## src/rtl/ctr_unit.sv

```systemverilog
// ctr_unit: main decoder of the single-cycle MIPS CPU.
// Ports: clk, rst_n (sync, active-low); op/func instruction fields in;
// datapath strobes, class flags, 4-bit aluop out (combinational);
// halt out (registered, sticky after syscall).
module ctr_unit (
    input  logic       clk,
    input  logic       rst_n,
    input  logic [5:0] op,
    input  logic [5:0] func,
    output logic       regwrite,
    output logic       regdst,
    output logic       memread,
    output logic       memwrite,
    output logic       memtoreg,
    output logic       alusrc,
    output logic       branch,
    output logic       bneorbeq,
    output logic       jump,
    output logic       isjal,
    output logic       isjr,
    output logic       issyscall,
    output logic       isshamt,
    output logic       iscop0,
    output logic       zeroextend,
    output logic       readrs,
    output logic       readrt,
    output logic [3:0] aluop,
    output logic       halt
);

    localparam logic [5:0] OP_RTYPE = 6'b000000;
    localparam logic [5:0] OP_J     = 6'b000010;
    localparam logic [5:0] OP_JAL   = 6'b000011;
    localparam logic [5:0] OP_BEQ   = 6'b000100;
    localparam logic [5:0] OP_BNE   = 6'b000101;
    localparam logic [5:0] OP_ADDI  = 6'b001000;
    localparam logic [5:0] OP_ADDIU = 6'b001001;
    localparam logic [5:0] OP_SLTI  = 6'b001010;
    localparam logic [5:0] OP_SLTIU = 6'b001011;
    localparam logic [5:0] OP_ANDI  = 6'b001100;
    localparam logic [5:0] OP_ORI   = 6'b001101;
    localparam logic [5:0] OP_XORI  = 6'b001110;
    localparam logic [5:0] OP_COP0  = 6'b010000;
    localparam logic [5:0] OP_LW    = 6'b100011;
    localparam logic [5:0] OP_SW    = 6'b101011;

    localparam logic [5:0] FN_SLL     = 6'b000000;
    localparam logic [5:0] FN_SRL     = 6'b000010;
    localparam logic [5:0] FN_SRA     = 6'b000011;
    localparam logic [5:0] FN_SLLV    = 6'b000100;
    localparam logic [5:0] FN_SRLV    = 6'b000110;
    localparam logic [5:0] FN_SRAV    = 6'b000111;
    localparam logic [5:0] FN_JR      = 6'b001000;
    localparam logic [5:0] FN_SYSCALL = 6'b001100;
    localparam logic [5:0] FN_ADD     = 6'b100000;
    localparam logic [5:0] FN_ADDU    = 6'b100001;
    localparam logic [5:0] FN_SUB     = 6'b100010;
    localparam logic [5:0] FN_SUBU    = 6'b100011;
    localparam logic [5:0] FN_AND     = 6'b100100;
    localparam logic [5:0] FN_OR      = 6'b100101;
    localparam logic [5:0] FN_XOR     = 6'b100110;
    localparam logic [5:0] FN_NOR     = 6'b100111;
    localparam logic [5:0] FN_SLT     = 6'b101010;
    localparam logic [5:0] FN_SLTU    = 6'b101011;

    localparam logic [3:0] ALU_SLL  = 4'd0;
    localparam logic [3:0] ALU_SRA  = 4'd1;
    localparam logic [3:0] ALU_SRL  = 4'd2;
    localparam logic [3:0] ALU_ADD  = 4'd5;
    localparam logic [3:0] ALU_SUB  = 4'd6;
    localparam logic [3:0] ALU_AND  = 4'd7;
    localparam logic [3:0] ALU_OR   = 4'd8;
    localparam logic [3:0] ALU_XOR  = 4'd9;
    localparam logic [3:0] ALU_NOR  = 4'd10;
    localparam logic [3:0] ALU_SLT  = 4'd11;
    localparam logic [3:0] ALU_SLTU = 4'd12;

    logic       w_regwrite;
    logic       w_regdst;
    logic       w_memread;
    logic       w_memwrite;
    logic       w_memtoreg;
    logic       w_alusrc;
    logic       w_branch;
    logic       w_bneorbeq;
    logic       w_jump;
    logic       w_isjal;
    logic       w_isjr;
    logic       w_issyscall;
    logic       w_isshamt;
    logic       w_iscop0;
    logic       w_zeroextend;
    logic       w_readrs;
    logic       w_readrt;
    logic [3:0] w_aluop;
    // R-type ALU/shift group shares regdst/regwrite/readrt
    logic       w_ralu;
    logic       r_halt;

    always_comb begin
        w_regwrite   = 1'b0;
        w_regdst     = 1'b0;
        w_memread    = 1'b0;
        w_memwrite   = 1'b0;
        w_memtoreg   = 1'b0;
        w_alusrc     = 1'b0;
        w_branch     = 1'b0;
        w_bneorbeq   = 1'b0;
        w_jump       = 1'b0;
        w_isjal      = 1'b0;
        w_isjr       = 1'b0;
        w_issyscall  = 1'b0;
        w_isshamt    = 1'b0;
        w_iscop0     = 1'b0;
        w_zeroextend = 1'b0;
        w_readrs     = 1'b0;
        w_readrt     = 1'b0;
        w_aluop      = ALU_SLL;
        w_ralu       = 1'b0;

        case (op)
            OP_RTYPE: begin
                // func is only examined here, so junk on func
                // under any other opcode cannot reach the outputs
                case (func)
                    FN_SLL: begin
                        w_ralu    = 1'b1;
                        w_isshamt = 1'b1;
                        w_aluop   = ALU_SLL;
                    end
                    FN_SRA: begin
                        w_ralu    = 1'b1;
                        w_isshamt = 1'b1;
                        w_aluop   = ALU_SRA;
                    end
                    FN_SRL: begin
                        w_ralu    = 1'b1;
                        w_isshamt = 1'b1;
                        w_aluop   = ALU_SRL;
                    end
                    FN_SLLV: begin
                        w_ralu  = 1'b1;
                        w_aluop = ALU_SLL;
                    end
                    FN_SRAV: begin
                        w_ralu  = 1'b1;
                        w_aluop = ALU_SRA;
                    end
                    FN_SRLV: begin
                        w_ralu  = 1'b1;
                        w_aluop = ALU_SRL;
                    end
                    FN_ADD, FN_ADDU: begin
                        w_ralu  = 1'b1;
                        w_aluop = ALU_ADD;
                    end
                    FN_SUB, FN_SUBU: begin
                        w_ralu  = 1'b1;
                        w_aluop = ALU_SUB;
                    end
                    FN_AND: begin
                        w_ralu  = 1'b1;
                        w_aluop = ALU_AND;
                    end
                    FN_OR: begin
                        w_ralu  = 1'b1;
                        w_aluop = ALU_OR;
                    end
                    FN_XOR: begin
                        w_ralu  = 1'b1;
                        w_aluop = ALU_XOR;
                    end
                    FN_NOR: begin
                        w_ralu  = 1'b1;
                        w_aluop = ALU_NOR;
                    end
                    FN_SLT: begin
                        w_ralu  = 1'b1;
                        w_aluop = ALU_SLT;
                    end
                    FN_SLTU: begin
                        w_ralu  = 1'b1;
                        w_aluop = ALU_SLTU;
                    end
                    FN_JR: begin
                        w_jump   = 1'b1;
                        w_isjr   = 1'b1;
                        w_readrs = 1'b1;
                    end
                    FN_SYSCALL: begin
                        // datapath swaps in $v0/$a0 as rs/rt
                        w_issyscall = 1'b1;
                        w_readrs    = 1'b1;
                        w_readrt    = 1'b1;
                    end
                    default: ;
                endcase
                if (w_ralu) begin
                    w_regdst   = 1'b1;
                    w_regwrite = 1'b1;
                    w_readrt   = 1'b1;
                    // shamt shifts take the amount from the
                    // instruction, not from rs
                    w_readrs   = ~w_isshamt;
                end
            end
            OP_ADDI, OP_ADDIU: begin
                w_alusrc   = 1'b1;
                w_regwrite = 1'b1;
                w_readrs   = 1'b1;
                w_aluop    = ALU_ADD;
            end
            OP_SLTI: begin
                w_alusrc   = 1'b1;
                w_regwrite = 1'b1;
                w_readrs   = 1'b1;
                w_aluop    = ALU_SLT;
            end
            OP_SLTIU: begin
                w_alusrc   = 1'b1;
                w_regwrite = 1'b1;
                w_readrs   = 1'b1;
                w_aluop    = ALU_SLTU;
            end
            OP_ANDI: begin
                w_alusrc     = 1'b1;
                w_regwrite   = 1'b1;
                w_readrs     = 1'b1;
                w_zeroextend = 1'b1;
                w_aluop      = ALU_AND;
            end
            OP_ORI: begin
                w_alusrc     = 1'b1;
                w_regwrite   = 1'b1;
                w_readrs     = 1'b1;
                w_zeroextend = 1'b1;
                w_aluop      = ALU_OR;
            end
            OP_XORI: begin
                w_alusrc     = 1'b1;
                w_regwrite   = 1'b1;
                w_readrs     = 1'b1;
                w_zeroextend = 1'b1;
                w_aluop      = ALU_XOR;
            end
            OP_LW: begin
                w_memread  = 1'b1;
                w_memtoreg = 1'b1;
                w_alusrc   = 1'b1;
                w_regwrite = 1'b1;
                w_readrs   = 1'b1;
                w_aluop    = ALU_ADD;
            end
            OP_SW: begin
                w_memwrite = 1'b1;
                w_alusrc   = 1'b1;
                w_readrs   = 1'b1;
                w_readrt   = 1'b1;
                w_aluop    = ALU_ADD;
            end
            OP_BEQ, OP_BNE: begin
                w_branch   = 1'b1;
                w_bneorbeq = op[0];
                w_readrs   = 1'b1;
                w_readrt   = 1'b1;
                w_aluop    = ALU_SUB;
            end
            OP_J: begin
                w_jump = 1'b1;
            end
            OP_JAL: begin
                // datapath supplies $31 and PC+4
                w_jump     = 1'b1;
                w_isjal    = 1'b1;
                w_regwrite = 1'b1;
            end
            OP_COP0: begin
                // mfc0/mtc0 split happens downstream on rs
                w_iscop0 = 1'b1;
                w_readrt = 1'b1;
            end
            default: ;
        endcase
    end

    // Sticky halt: reset wins over a simultaneous syscall
    always_ff @(posedge clk) begin
        if (!rst_n) begin
            r_halt <= 1'b0;
        end else if (w_issyscall) begin
            r_halt <= 1'b1;
        end
    end

    assign regwrite   = w_regwrite;
    assign regdst     = w_regdst;
    assign memread    = w_memread;
    assign memwrite   = w_memwrite;
    assign memtoreg   = w_memtoreg;
    assign alusrc     = w_alusrc;
    assign branch     = w_branch;
    assign bneorbeq   = w_bneorbeq;
    assign jump       = w_jump;
    assign isjal      = w_isjal;
    assign isjr       = w_isjr;
    assign issyscall  = w_issyscall;
    assign isshamt    = w_isshamt;
    assign iscop0     = w_iscop0;
    assign zeroextend = w_zeroextend;
    assign readrs     = w_readrs;
    assign readrt     = w_readrt;
    assign aluop      = w_aluop;
    assign halt       = r_halt;

endmodule

```

## config.mk

```make
export PLATFORM = sky130hd
export DESIGN_NAME = ctr_unit
export DESIGN_NICKNAME = d
export VERILOG_FILES = /design/src/rtl/ctr_unit.sv
export SDC_FILE = /design/constraint.sdc
export NUM_CORES = 1
export LEC_CHECK = 0
export ABC_AREA = 1
export CORE_MARGIN = 5
export CORE_UTILIZATION = 41
export DETAILED_ROUTE_END_ITERATION = 8
export PLACE_DENSITY = 0.85
export SYNTH_ARGS = -nofsm -noshare
export SYNTH_HDL_FRONTEND = slang
export SYNTH_SLANG_ARGS = --single-unit
export TNS_END_PERCENT = 100
```

## constraint.sdc

```tcl
create_clock -name clk -period 2.05 [get_ports clk]
set_input_delay 0.41 -clock clk [delete_from_list [all_inputs] [get_ports clk]]
set_output_delay 0.41 -clock clk [all_outputs]
set_load 0.05 [all_outputs]
```

==> run metrics, run 1 <==
DIE WIDTH 50.14 um; Top Ports 36; Synth cell types 21; post-synth top area share a little under a fifth; Synth area leaders nand2_1 19%, inv_1 12%, nand3_1 11%; post-synthesis sequential area ratio under 10%; Mapped Avg Cell Area roughly 5 um2; Area after DPL 1444 um2; CTS Hold Bufs 0; global placer's final weighted congestion 1.027; Initial Util 43.35%; Synth Net Count 150; post-cts resize count approximately 50; First Error [ERROR DPL-0038] Utilization greater than 100%, impossible to legalize; Stopped at clock tree synthesis; top cell type by total area after synthesis nand2_1; Place WS -395.7 ps; FF+latch count, synth 1; Syn Inst Count roughly 140; Std-Cell Rows 14; post-DP HPWL 3133 um; Cell Area, Synth about 660 um2; Ys Warns 0; outcome did not finish; port bufs 35; Post-CTS Setup Repair Bufs 3; Die H between 50 and 60 um
==> synth_stat cells <==
library cell and count:
dfxtp_1 1, buf_4 2, a21oi_1 1, nand2_2 4, or2_1 1, nor2_4 1, o21ai_2 1, o21ai_0 6
nand3_2 1, nor2_1 17, nand3_1 15, o211ai_1 4, nand3b_1 1, nor3_4 1, inv_2 10, nor2_2 7
nand2_1 33, nand4_1 4, nor3_1 4, o21a_1 1, inv_1 21
==> through the flow <==
step                hold WS (ps)  utilization, %  TNS (ps)  cells
detailed placement         474.1           94.75     -5010    212
global placement           445.4           94.75     -2836    212
floorplan                  527.8               -         0    136
==> cells by family after synthesis <==
group,after synthesis,share of synthesized area [%]
and+or+nand+nor,89,64.77
buffers and inverters,33,19.89
AOI/OAI and AO/OA,13,12.31
DFF,1,3.030
==> run 2: changes to the inputs <==
Settings changed: CORE_AREA set to 5 5 66 68, CORE_MARGIN 5 to not set, CORE_UTILIZATION 41 to not set, DIE_AREA set to 0 0 71 73, PLACE_DENSITY 0.85 to not set, PLACE_DENSITY_LB_ADDON set to 0.15.
==> run metrics, run 2 <==
number of flops mapped to enable cells by yosys 0 (unchanged); Hold Path Depth 1; first-pass GRT wire length about 4300 um; vias post-DR 1,021; Final Hold Vio Count 0; fin crit period 1978 ps; Peak VDD IR approximately 0.063 mV; Syn Inst Count 136 (unchanged); die area between 5000 and 6000 um2; WP data arrival around 1600 ps; final setup fails 0; global placer's final weighted congestion 0.8676 (-16%); post-placement cell count 247 (+17%); crit path cell chain clkdlybuf4s15_1, inv_2, nand2_1, inv_2, nand3_1, nand2_1, inv_2, nand3b_1, or2_4, buf_12; Max-Cap Viols 0; Std-Cell Rows 23 (+9); via-per-instance ratio 4.084; port bufs 35 (unchanged); worst slew pin tran between 400 and 500 ps; Slew HR between 60% and 70%; nets@finish 216; grt ovf 0; drt initial violations 45; layout cell share with drive strength beyond 1 between 50% and 60%; Worst Path Buf+Inv 5; Cell Pwr Density between 150 and 200 nW/um2; most frequent cells in the layout 31 x buf_4, 28 x nand2_1, 21 x buf_12; Synth Net Count 150 (unchanged); Initial Util 17.39% (-26 points); flip-flop count of the largest register after layout 1; largest net degree at the start of global routing 7; Cell Area, Synth 660.6 um2 (unchanged); Synth-to-Final Area Change 131.6%; Top cell by count, worst path inv_2; post-route insts no fill 250; CP delay by family, top simple AND/OR/NAND/NOR gates; asr flop ratio synth 0% (unchanged); DIE WIDTH 71 um (+42%); initial antenna violation count 0; commonest non-fill, non-tap cell in the layout buf_4; Ys Warns 0 (unchanged); Worst EP required around 1600 ps; RSZ-0062 raised after global routing true; Post-Route Skew 0 ps; Core ar. 3799 um2; Synth area leaders nand2_1 19%, inv_1 12%, nand3_1 11%; Top Ports 36 (unchanged); worst setup margin just over 70 ps; top cell type by total area after synthesis nand2_1; WS Path Type in2out; average wire per cell in the routed design approximately 10 um; most frequent cells after synthesis 33 x nand2_1, 21 x inv_1, 17 x nor2_1, 15 x nand3_1, 10 x inv_2; Fmax achieved just over 500 MHz; post-DP HPWL 2152 um (-31%); drt first pass iters 4; Crit path depth 10; diode count 0; CP startpoint kind input port; CP max FO 3; Final period util slightly below 100%; Post-DRT Antenna Nets 0; Die H 73 um (+46%); FF+latch count, synth 1 (unchanged); CTS Hold Bufs 0 (unchanged); Skew-Pair Late Insertion Delay 0 ps; Mapped Avg Cell Area 4.858 um2 (unchanged); P_leak between 0.8 and 0.9 nW; outcome completed; Final Max Tran Viols 0; Min-Delay Path Class reg2reg; CP max stage cell or2_4; dominant synthesized flop cell dfxtp_1; DRC Markers 0; Critical Path Max Stage Delay ~260 ps; post-synthesis sequential area ratio 3.030% (unchanged); GRT Overall Usage about a tenth; most frequent cell after synthesis nand2_1; Reg clk slew, reported paths 0 ps; vias in the first global route ~1,000; Place WS -302.0 ps (+93.70 ps); R2R cell count 1; Synth cell types 21 (unchanged); crit end category output pin; Post-Route WL between 2000 and 2500 um; post-synth top area share 18.75% (unchanged)
run 2: cell counts after synthesis:
Identical to the previous run, type by type.
run 2: area by class of cell:
type,count,area (um2)
Fill cell,425,2268
Timing Repair Buffer,66,742.0
Multi-Input combinational cell,102,586.8
Inverter,31,118.9
Tap cell,50,62.56
Sequential cell,1,20.02
run 2: final timing paths:
check	from	endpoint	slack, ps
hold / removal	halt	halt	450
setup / recovery	op[3]	alusrc	70
hold reg to reg	halt	halt	450
setup reg to reg	halt	halt	1480
run 2: per-stage QoR:
| step | TNS [ps] | cell area [um2] | hold slack (ps) | power (mW) | utilization, % |
|---|---|---|---|---|---|
| 6_report | 0 | 1530 | 447.4 | 0.2594 | 40.28 |
| 5_1_grt | -1.279 | 1530 | 496.2 | 0.2779 | 40.28 |
| 4_1_cts | -2.636 | 1529 | 453.6 | 0.2555 | 40.25 |
| 3_5_place_dp | -3459 | 1494 | 453.6 | 0.2543 | 39.33 |
| 3_3_place_gp | -3613 | 1494 | 446.1 | 0.2535 | 39.33 |
| 2_1_floorplan | 0 | 675.6 | 527.8 | 0.1283 | - |
run 2: cells by family after synthesis:
logic type,share of synthesized area (%)
buf+inv,19.89
compound gates,12.31
simple gates,64.77
flops,3.030
run 2: layer usage:
layer	GRT usage (%)	vias up	part of all wire, %
met5	0	-	0
met4	0.8351	0	0.96
met3	0.8264	2	3.8
met2	18.95	20	53
met1	11.38	439	43
li1	-	560	-
run 2: what timing repair did:
item	in CTS	in global routing
endpoints found under the setup margin	21	13
hold endpoints to repair	0	0
resized for setup	31	24
gates cloned	0	0
pin swaps	9	9
buffers inserted	1	2
run 2: power by group:
group	leakage, nW	switching (mW)	internal, mW	total [mW]
logic	0.830	0.134	0.106	0.240
clock network	0	0	0	0
registers	0.00805	0.00000280	0.0199	0.0199
total	0.838	0.134	0.126	0.259
No activity file was read; power rests on OpenSTA's default activity.
==> run 3: changes to the inputs <==
Settings changed: SETUP_SLACK_MARGIN set to 0.02.
==> run metrics, run 3 (synthesized netlist as in run 2, its figures left out) <==
Cell Pwr Density 169.0 nW/um2 (-0.28%); grt ovf 0 (unchanged); Reg-to-Reg End halt; DRC Markers 0 (unchanged); Reg area 20.02 um2 (unchanged); Core ar. 3799 um2 (unchanged); via-per-instance ratio 4.113 (+0.71%); final setup fails 0 (unchanged); Peak VDD IR 0.06242 mV (-0.75%); post-placement cell count 247 (unchanged); Worst R2R Setup Slack 1480 ps (about the same); nets@finish 214 (-0.93%); diode count 0 (unchanged); first-pass GRT wire length 4340 um (+0.98%); Fmax achieved 518.4 MHz (+2.5%); worst hold start halt; most frequent cells in the layout 29 x buf_4, 27 x nand2_1, 21 x buf_12; port bufs 35 (unchanged); Slew HR 66.62% (unchanged); vias post-DR 1,020 (-0.098%); R2R cell count 1 (unchanged); Synth-to-Final Area Change 133.1%; fillcell total 423 (-0.47%); Post-DRT Antenna Nets 0 (unchanged); vias in the first global route 1,052 (+0.29%); Final Hold Vio Count 0 (unchanged); GRT Overall Usage 9.611% (+0.086 points); worst r2r src halt; hold path endpoint halt; Min-Delay Path Class reg2reg; CP max FO 3 (unchanged); Hold Path Depth 1 (unchanged); CP startpoint kind input port; Skew-Pair Late Insertion Delay 0 ps (unchanged); Post-Route Skew 0 ps (unchanged); crit path cell chain dlygate4sd2_1, inv_1, nor2_1, nor2_1, nor2_1, nand3_2, nand2_2, inv_2, nor2_2, nand2_2, buf_12; fin area 1540 um2 (+0.65%); Final period util 94.11% (-2.4 points); Top cell by count, worst path nor2_1; WHS 447.4 ps (unchanged); fin crit period 1929 ps (-48.93 ps); Top Ports 36 (unchanged); drt initial violations 47 (+4.4%); Area after DPL 1494 um2 (unchanged); Design Power 0.2604 mW (+0.37%); Max-Cap Viols 0 (unchanged); initial antenna violation count 0 (unchanged); die area 5183 um2 (unchanged); CTS Hold Bufs 0 (unchanged); Reg clk slew, reported paths 0 ps (unchanged); Initial Util 17.39% (unchanged); layout cell share with drive strength beyond 1 54.04% (+2.5 points); average wire per cell in the routed design 10.02 um (+0.60%); Die H 73 um (unchanged); Post-Route WL 2486 um (-0.20%); Std-Cell Rows 23 (unchanged); DIE WIDTH 71 um (unchanged); WS Path Type in2out; CP max stage cell dlygate4sd2_1; post-route insts no fill 248 (-0.80%); RSZ-0062 raised after global routing true; P_leak 0.8359 nW (-0.26%); worst slew pin tran 499.1 ps (unchanged); flip-flop count of the largest register after layout 1 (unchanged); outcome completed; global placer's final weighted congestion 0.8676 (unchanged); Final Max Tran Viols 0 (unchanged); Critical Path Max Stage Delay 230 ps (-30 ps); Worst EP required 1640 ps (about the same); commonest non-fill, non-tap cell in the layout buf_4; drt first pass iters 4 (unchanged); largest net degree at the start of global routing 7 (unchanged); final setup TNS 0 ps (unchanged); WP data arrival 1520 ps (-50 ps); crit end category output pin; area taken by multi-input logic gates 616.8 um2 (+5.1%); post-DP HPWL 2152 um (unchanged)
[run 3: what timing repair did]
action	in CTS	in global routing
resized for setup	35	30
setup endpoints to repair	21	13
setup buffers	1	0
pin swaps	9	5
[run 3: how the worst max path moves through the flow]
stage / start / end / slack [ps] / cells after the start
floorplan: op[5] / readrt / 30 / 7
global placement: op[4] / readrs / -300 / 9
detailed placement: op[4] / readrs / -300 / 9
CTS: func[2] / readrs / 10 / 12
global route: func[0] / readrt / -1 / 11
finish: func[0] / readrt / 120 / 11
[run 3: per-stage QoR]
stage          utilization (%)  worst slack, ps
2_1_floorplan                -            26.56
3_3_place_gp             39.33           -302.8
3_5_place_dp             39.33           -302.0
4_1_cts                  40.51            13.25
5_1_grt                  40.55           -1.279
6_report                 40.55            120.8
[run 3: layout make-up]
type / count / share of cell area [%]
well taps: 50 / 4.062
inverters: 31 / 7.717
multi-input cells: 102 / 40.05
repair buffers: 64 / 46.87
flip-flops and latches: 1 / 1.300
[run 3: power breakdown]
group	switching (mW)	internal (mW)	total, mW	leakage, nW
logic	0.136	0.104	0.240	0.828
clock network	0	0	0	0
registers	0.00000280	0.0199	0.0199	0.00805
[run 3: worst max-delay path, delay by kind of cell]
kind                   cells  cell delay (ps)
AND/OR/NAND/NOR            7              610
buffers and inverters      4              490
[run 3: routing by layer]
layer | GRT usage [%] | routed length, um
met1 | 11.55 | 1040
met2 | 19.05 | 1324
met3 | 0.8264 | 98
met4 | 0.8351 | 22
met5 | 0 | 0
==> run 4: changes to the inputs <==
Settings changed: CAP_MARGIN set to 0.
==> results of run 4 <==
The final DEF is identical to that of run 3; final timing and power are the same.
